### config.mk
export PLATFORM = sky130hd
export DESIGN_NAME = thumb_imm_decoder
export DESIGN_NICKNAME = d
export VERILOG_FILES = /design/src/rtl/thumb_imm_decoder.sv
export SDC_FILE = /design/constraint.sdc
export NUM_CORES = 1
export LEC_CHECK = 0
export CORE_UTILIZATION = 46
export CTS_CLUSTER_DIAMETER = 100
export DETAILED_ROUTE_END_ITERATION = 16
export PLACE_DENSITY = 0.76
export SYNTH_ARGS = -nofsm -noshare
export SYNTH_HDL_FRONTEND = slang
export SYNTH_SLANG_ARGS = --single-unit
### constraint.sdc
create_clock -name clk_i -period 1.79 [get_ports clk_i]
set_input_delay 0.4475 -clock clk_i [delete_from_list [all_inputs] [get_ports clk_i]]
set_output_delay 0.4475 -clock clk_i [all_outputs]
set_load 0.02 [all_outputs]
### src/rtl/thumb_imm_decoder.sv
// Thumb decode-stage immediate generator: 16-bit forms, BL pairs, prefix FSM.
// Optional Thumb-2 modified immediates: define IMM_GEN_T2_MODIFIED_IMM_EN.
module thumb_imm_decoder #(
    parameter int WORD_W      = 32,
    parameter bit ZERO_UNUSED = 1'b1
) (
    input  logic              clk_i,
    input  logic              rst_i,
    input  logic [15:0]       instr_i,
    input  logic              instr_valid_i,
    input  logic              stall_i,
    input  logic              flush_i,
    output logic [WORD_W-1:0] imm_o,
    output logic              imm_valid_o,
    output logic              wide_o,
    output logic              unsupported_o
);

    typedef enum logic {IDLE, WAIT_HW2} state_t;

    state_t            state, state_nx;
    logic [15:0]       prefix, prefix_nx;
    logic [WORD_W-1:0] imm_nx;
    logic              valid_nx, wide_nx, unsup_nx;

    logic [WORD_W-1:0] imm16;
    logic              has16;
    logic              is_prefix;

    logic [WORD_W-1:0] bl_imm;
    logic              is_bl;
    logic              bl_s, bl_i1, bl_i2;
    logic [24:0]       bl_raw;

    assign is_prefix = (instr_i[15:11] == 5'b11101) ||
                       (instr_i[15:11] == 5'b11110) ||
                       (instr_i[15:11] == 5'b11111);

    // 16-bit immediate extraction and scaling
    always_comb begin
        imm16 = '0;
        has16 = 1'b1;
        if (instr_i[15:11] == 5'b00011) begin
            imm16 = instr_i[10] ? WORD_W'(instr_i[8:6]) : '0;
        end else if (instr_i[15:13] == 3'b000) begin
            imm16 = WORD_W'(instr_i[10:6]);
        end else if (instr_i[15:13] == 3'b001) begin
            imm16 = WORD_W'(instr_i[7:0]);
        end else if (instr_i[15:11] == 5'b01001) begin
            imm16 = WORD_W'({instr_i[7:0], 2'b00});
        end else if (instr_i[15:12] == 4'b0110) begin
            imm16 = WORD_W'({instr_i[10:6], 2'b00});
        end else if (instr_i[15:12] == 4'b0111) begin
            imm16 = WORD_W'(instr_i[10:6]);
        end else if (instr_i[15:12] == 4'b1000) begin
            imm16 = WORD_W'({instr_i[10:6], 1'b0});
        end else if (instr_i[15:12] == 4'b1001 ||
                     instr_i[15:12] == 4'b1010) begin
            imm16 = WORD_W'({instr_i[7:0], 2'b00});
        end else if (instr_i[15:8] == 8'b1011_0000) begin
            imm16 = WORD_W'({instr_i[6:0], 2'b00});
        end else if (instr_i[15:12] == 4'b1101 &&
                     instr_i[11:9] != 3'b111) begin
            imm16 = WORD_W'($signed({instr_i[7:0], 1'b0}));
        end else if (instr_i[15:11] == 5'b11100) begin
            imm16 = WORD_W'($signed({instr_i[10:0], 1'b0}));
        end else begin
            has16 = 1'b0;
        end
    end

    // BL offset assembly from stored prefix and current suffix
    always_comb begin
        is_bl  = (prefix[15:11] == 5'b11110) &&
                 (instr_i[15:14] == 2'b11) && instr_i[12];
        bl_s   = prefix[10];
        bl_i1  = ~(instr_i[13] ^ bl_s);
        bl_i2  = ~(instr_i[11] ^ bl_s);
        bl_raw = {bl_s, bl_i1, bl_i2, prefix[9:0], instr_i[10:0], 1'b0};
        bl_imm = WORD_W'($signed(bl_raw));
    end

`ifdef IMM_GEN_T2_MODIFIED_IMM_EN
    logic [11:0] imm12;
    logic [31:0] t2_base;
    logic [4:0]  t2_rot;
    logic [31:0] t2_imm;
    logic        is_t2;

    // ThumbExpandImm of the 12-bit modified immediate
    always_comb begin
        is_t2   = (prefix[15:11] == 5'b11110) && !prefix[9] && !instr_i[15];
        imm12   = {prefix[10], instr_i[14:12], instr_i[7:0]};
        t2_base = {24'd0, 1'b1, imm12[6:0]};
        t2_rot  = imm12[11:7];
        t2_imm  = (t2_base >> t2_rot) | (t2_base << (6'd32 - {1'b0, t2_rot}));
        if (imm12[11:10] == 2'b00) begin
            case (imm12[9:8])
                2'b00:   t2_imm = {24'd0, imm12[7:0]};
                2'b01:   t2_imm = {8'd0, imm12[7:0], 8'd0, imm12[7:0]};
                2'b10:   t2_imm = {imm12[7:0], 8'd0, imm12[7:0], 8'd0};
                default: t2_imm = {4{imm12[7:0]}};
            endcase
        end
    end
`endif

    // Prefix FSM next state and next registered outputs
    always_comb begin
        state_nx  = state;
        prefix_nx = prefix;
        imm_nx    = imm_o;
        valid_nx  = 1'b0;
        wide_nx   = 1'b0;
        unsup_nx  = 1'b0;
        if (instr_valid_i) begin
            case (state)
                IDLE: begin
                    if (is_prefix) begin
                        prefix_nx = instr_i;
                        state_nx  = WAIT_HW2;
                    end else begin
                        valid_nx = 1'b1;
                        if (has16) begin
                            imm_nx = imm16;
                        end else if (ZERO_UNUSED) begin
                            imm_nx = '0;
                        end
                    end
                end
                default: begin
                    valid_nx  = 1'b1;
                    wide_nx   = 1'b1;
                    state_nx  = IDLE;
                    prefix_nx = '0;
                    if (is_bl) begin
                        imm_nx = bl_imm;
`ifdef IMM_GEN_T2_MODIFIED_IMM_EN
                    end else if (is_t2) begin
                        imm_nx = WORD_W'(t2_imm);
`endif
                    end else begin
                        imm_nx   = '0;
                        unsup_nx = 1'b1;
                    end
                end
            endcase
        end
    end

    // State and output registers: reset > flush > stall > accept
    always_ff @(posedge clk_i) begin
        if (rst_i) begin
            state         <= IDLE;
            prefix        <= '0;
            imm_o         <= '0;
            imm_valid_o   <= 1'b0;
            wide_o        <= 1'b0;
            unsupported_o <= 1'b0;
        end else if (flush_i) begin
            state         <= IDLE;
            prefix        <= '0;
            imm_valid_o   <= 1'b0;
            wide_o        <= 1'b0;
            unsupported_o <= 1'b0;
        end else if (!stall_i) begin
            state         <= state_nx;
            prefix        <= prefix_nx;
            imm_o         <= imm_nx;
            imm_valid_o   <= valid_nx;
            wide_o        <= wide_nx;
            unsupported_o <= unsup_nx;
        end
    end

endmodule

==> qor.yml <==
status: "finished, violations left"
syn_avg_cell_area_um2: 7.96
cp_cell_sequence: "buf_12, nor4_4, nor2_1, buf_4, o22a_1, a21oi_4, buf_4, o211ai_1, a211oi_1"
crit_type: "in2reg"
hold_viol_final: 0
overflow: 0
yosys.area.top_type_share: 0.335
top_layer_used: "met4"
grt_use_total: 0.311
cts.clk_slew.worst_paths_ns: 0.08
hp-class: "reg2reg"
cts_hold_buf: 0
dpl_cell_area_mm2: 0.00373
final_util: 0.764
cts-root-buf: "clkbuf_8"
cp_common_cell: "buf_4"
rsz0062_at_grt: "true"
cap_violations: 0
ant_nets: 0
endpoint_kind: "register"
die_x_um: 78.5
slew_viol_final: 0
synth_area_mm2: 0.00269
io_buffers: 55
slowest_stage: "a211oi_1"
gp_congestion: 0.928
switchingPower_mw: 0.739
period_minus_slack_ns: 1.92
grt_max_degree: 21
met2_length_um: 4530
syn-num-nets: 359
m1WireLength_um: 4120
multi_input_area_mm2: 0.00185
total_power_mw: 2.51
synth_largest_area_cell: "dfxtp_1"
cts_htree_levels: 2
slowest_delay_ns: 0.29
p_leak_nw: 1.66
p_per_area_mw_per_mm2: 590
slew-limit-headroom: 0.595
first_pass_iters: 5
fin_crit_sh: 1.07
setup_ws_ns: -0.128
grt_pass1_wl_um: 14800
n_antenna_cell: 0
sw_frac_of_total: 0.294
clk_latency_ns: 0.30
n_fill_cell: 379
ys_ff_latch: 45
comb_power_share: 0.274
synth_edf_count: 0
cts_tree: "done"
fin_skew_ns: 0.0107
yosysSeqAreaShare: 0.335
power.internal_mw: 1.77
dp_hpwl_um: 6270
numClockSinks: 45
required_ns: 1.97
drive_above_1_share: 0.373
drc: 0
synth_area_leaders: "dfxtp_1, nor2_1, a21oi_1, nor3_2, a22oi_1"
synthArstFlopShare: 0
start_util: 0.483
worstPathMaxFanout: 6
yosys_most_used_dff: "dfxtp_1"
setup_viol_count_final: 7
vias_per_cell: 6.00
fin_area_mm2: 0.00426
cts_max_path_buffers: 2
dieHeight_um: 78.5
worstMarginPinSlew_ns: 0.606
hold_slack_ns: 0.474
synth_cells: 338
ir_worst_vdd_uv: 375
wl_met3_um: 786
clkPwrFrac: 0.311
synth_cell_types: 58
die-area_mm2: 0.00616
fmax_mhz: 521
drt_iter0_drc: 314
rows: 27
io_pins: 56
violations: "setup timing"
synth_warnings: 0
cts_buffers: 5
drt-total-wl_um: 9820
critPathLaunchType: "input port"
seq_area_um2: 901
final_nets: 473
synthToLayoutAreaGrowth_pct: 58.3
fp.coreArea_mm2: 0.00557
antenna_found_initial: 0
crit_arrival_ns: 2.10
wl_per_cell_um: 18.7
rrSetupSlack_ns: 0.08
seq_power_share: 0.415
vias: 3152
grt_pass1_vias: 2900
==> placed cells by master (no fill, tap or decap), types with 3 or more instances in the layout <==
cell type	netlist	layout
a211oi_1	7	4
a211oi_2	1	4
a21oi_1	34	27
a21oi_2	10	5
a21oi_4	1	13
a221o_1	3	3
a221oi_1	5	4
a22oi_1	16	16
a31oi_1	3	3
buf_12	0	4
buf_2	12	3
buf_4	11	81
buf_6	2	5
clkbuf_8	0	5
clkdlybuf4s50_1	0	35
dfxtp_1	45	45
dlygate4sd2_1	0	10
inv_1	4	4
mux2i_1	3	3
nand2_1	20	19
nand2b_1	6	5
nand3_1	9	7
nor2_1	59	57
nor3_1	6	4
nor3_2	12	12
o211ai_1	3	3
o21ai_0	5	5
or2_4	0	3
==> power groups by stage <==
stage / Combinational (mW) / Sequential (mW) / Clock, mW
final: 0.688 / 1.04 / 0.782
after global routing: 0.725 / 1.05 / 0.829
after CTS: 0.615 / 1.04 / 0.781
after detailed placement: 0.583 / 1.07 / 0
after global placement: 0.579 / 1.06 / 0
after floorplan: 0.277 / 1.09 / 0
==> worst max-delay path: cells and delay by family <==
kind | cells | cell delay (ns)
and+or+nand+nor | 2 | 0.39
AOI/OAI and AO/OA | 4 | 0.86
buffers and inverters | 3 | 0.40
==> cells in the mapped netlist, types with 4 or more instances <==
library cell  number
nor3_1             6
o21ai_0            5
nor3_2            12
clkbuf_1          13
dfxtp_1           45
buf_2             12
nor2b_1            4
inv_1              4
buf_4             11
a21oi_2           10
a21oi_1           34
nor2_1            59
nand2_1           20
nand2b_1           6
a211oi_1           7
a22oi_1           16
nand3_1            9
a221oi_1           5
==> sequential cells by signal (all words and copies together), names as in the netlist <==
name,count
imm_o,25
imm_valid_o,1
prefix,16
state,1
unsupported_o,1
wide_o,1
==> cell families (layout without fill, tap and decap cells) <==
group	after synthesis	count (layout)	share of synthesized area
compound gates	111	111	0.294
simple gates	133	133	0.260
mux	4	4	0.0153
xor+xnor	3	3	0.00977
buf+inv	42	157	0.0851
flops	45	45	0.335
==> cell type report <==
type,instances,share of cell area
Tap cell,72,0.0212
Timing Repair Buffer,145,0.304
Sequential cell,45,0.212
Clock buffer,6,0.0170
Multi-Input combinational cell,251,0.434
Inverter,4,0.00353
Clock inverter,2,0.00911
==> metal layers <==
layer	vias to the layer above	GRT usage
li1	1449	-
met1	1462	0.400
met2	200	0.513
met3	41	0.0593
met4	0	0.120
met5	-	0
==> path summary, 6_finish.rpt <==
kind	start	end	cells past startpoint
max	instr_i[11]	imm_o[3]	9
min reg2reg	imm_o[0]	imm_o[0]	2
min	imm_o[0]	imm_o[0]	2
max reg2reg	prefix[11]	imm_o[3]	6
==> per-stage QoR <==
stage               instances  setup TNS (ns)  setup slack (ns)
floorplan                 338               0            0.0110
global placement          502          -26.83            -0.789
detailed placement        502          -28.01            -0.742
CTS                       519          -0.596           -0.0595
global route              525          -0.839            -0.153
finish                    525          -0.325            -0.128
==> what timing repair did <==
action                                  in CTS  in global routing
resized for setup                           69                 45
setup buffers                                8                  6
gates cloned                                 1                  0
endpoints found under the setup margin      50                 39
pin swaps                                   22                 22
(Power assumes the default switching activity.)
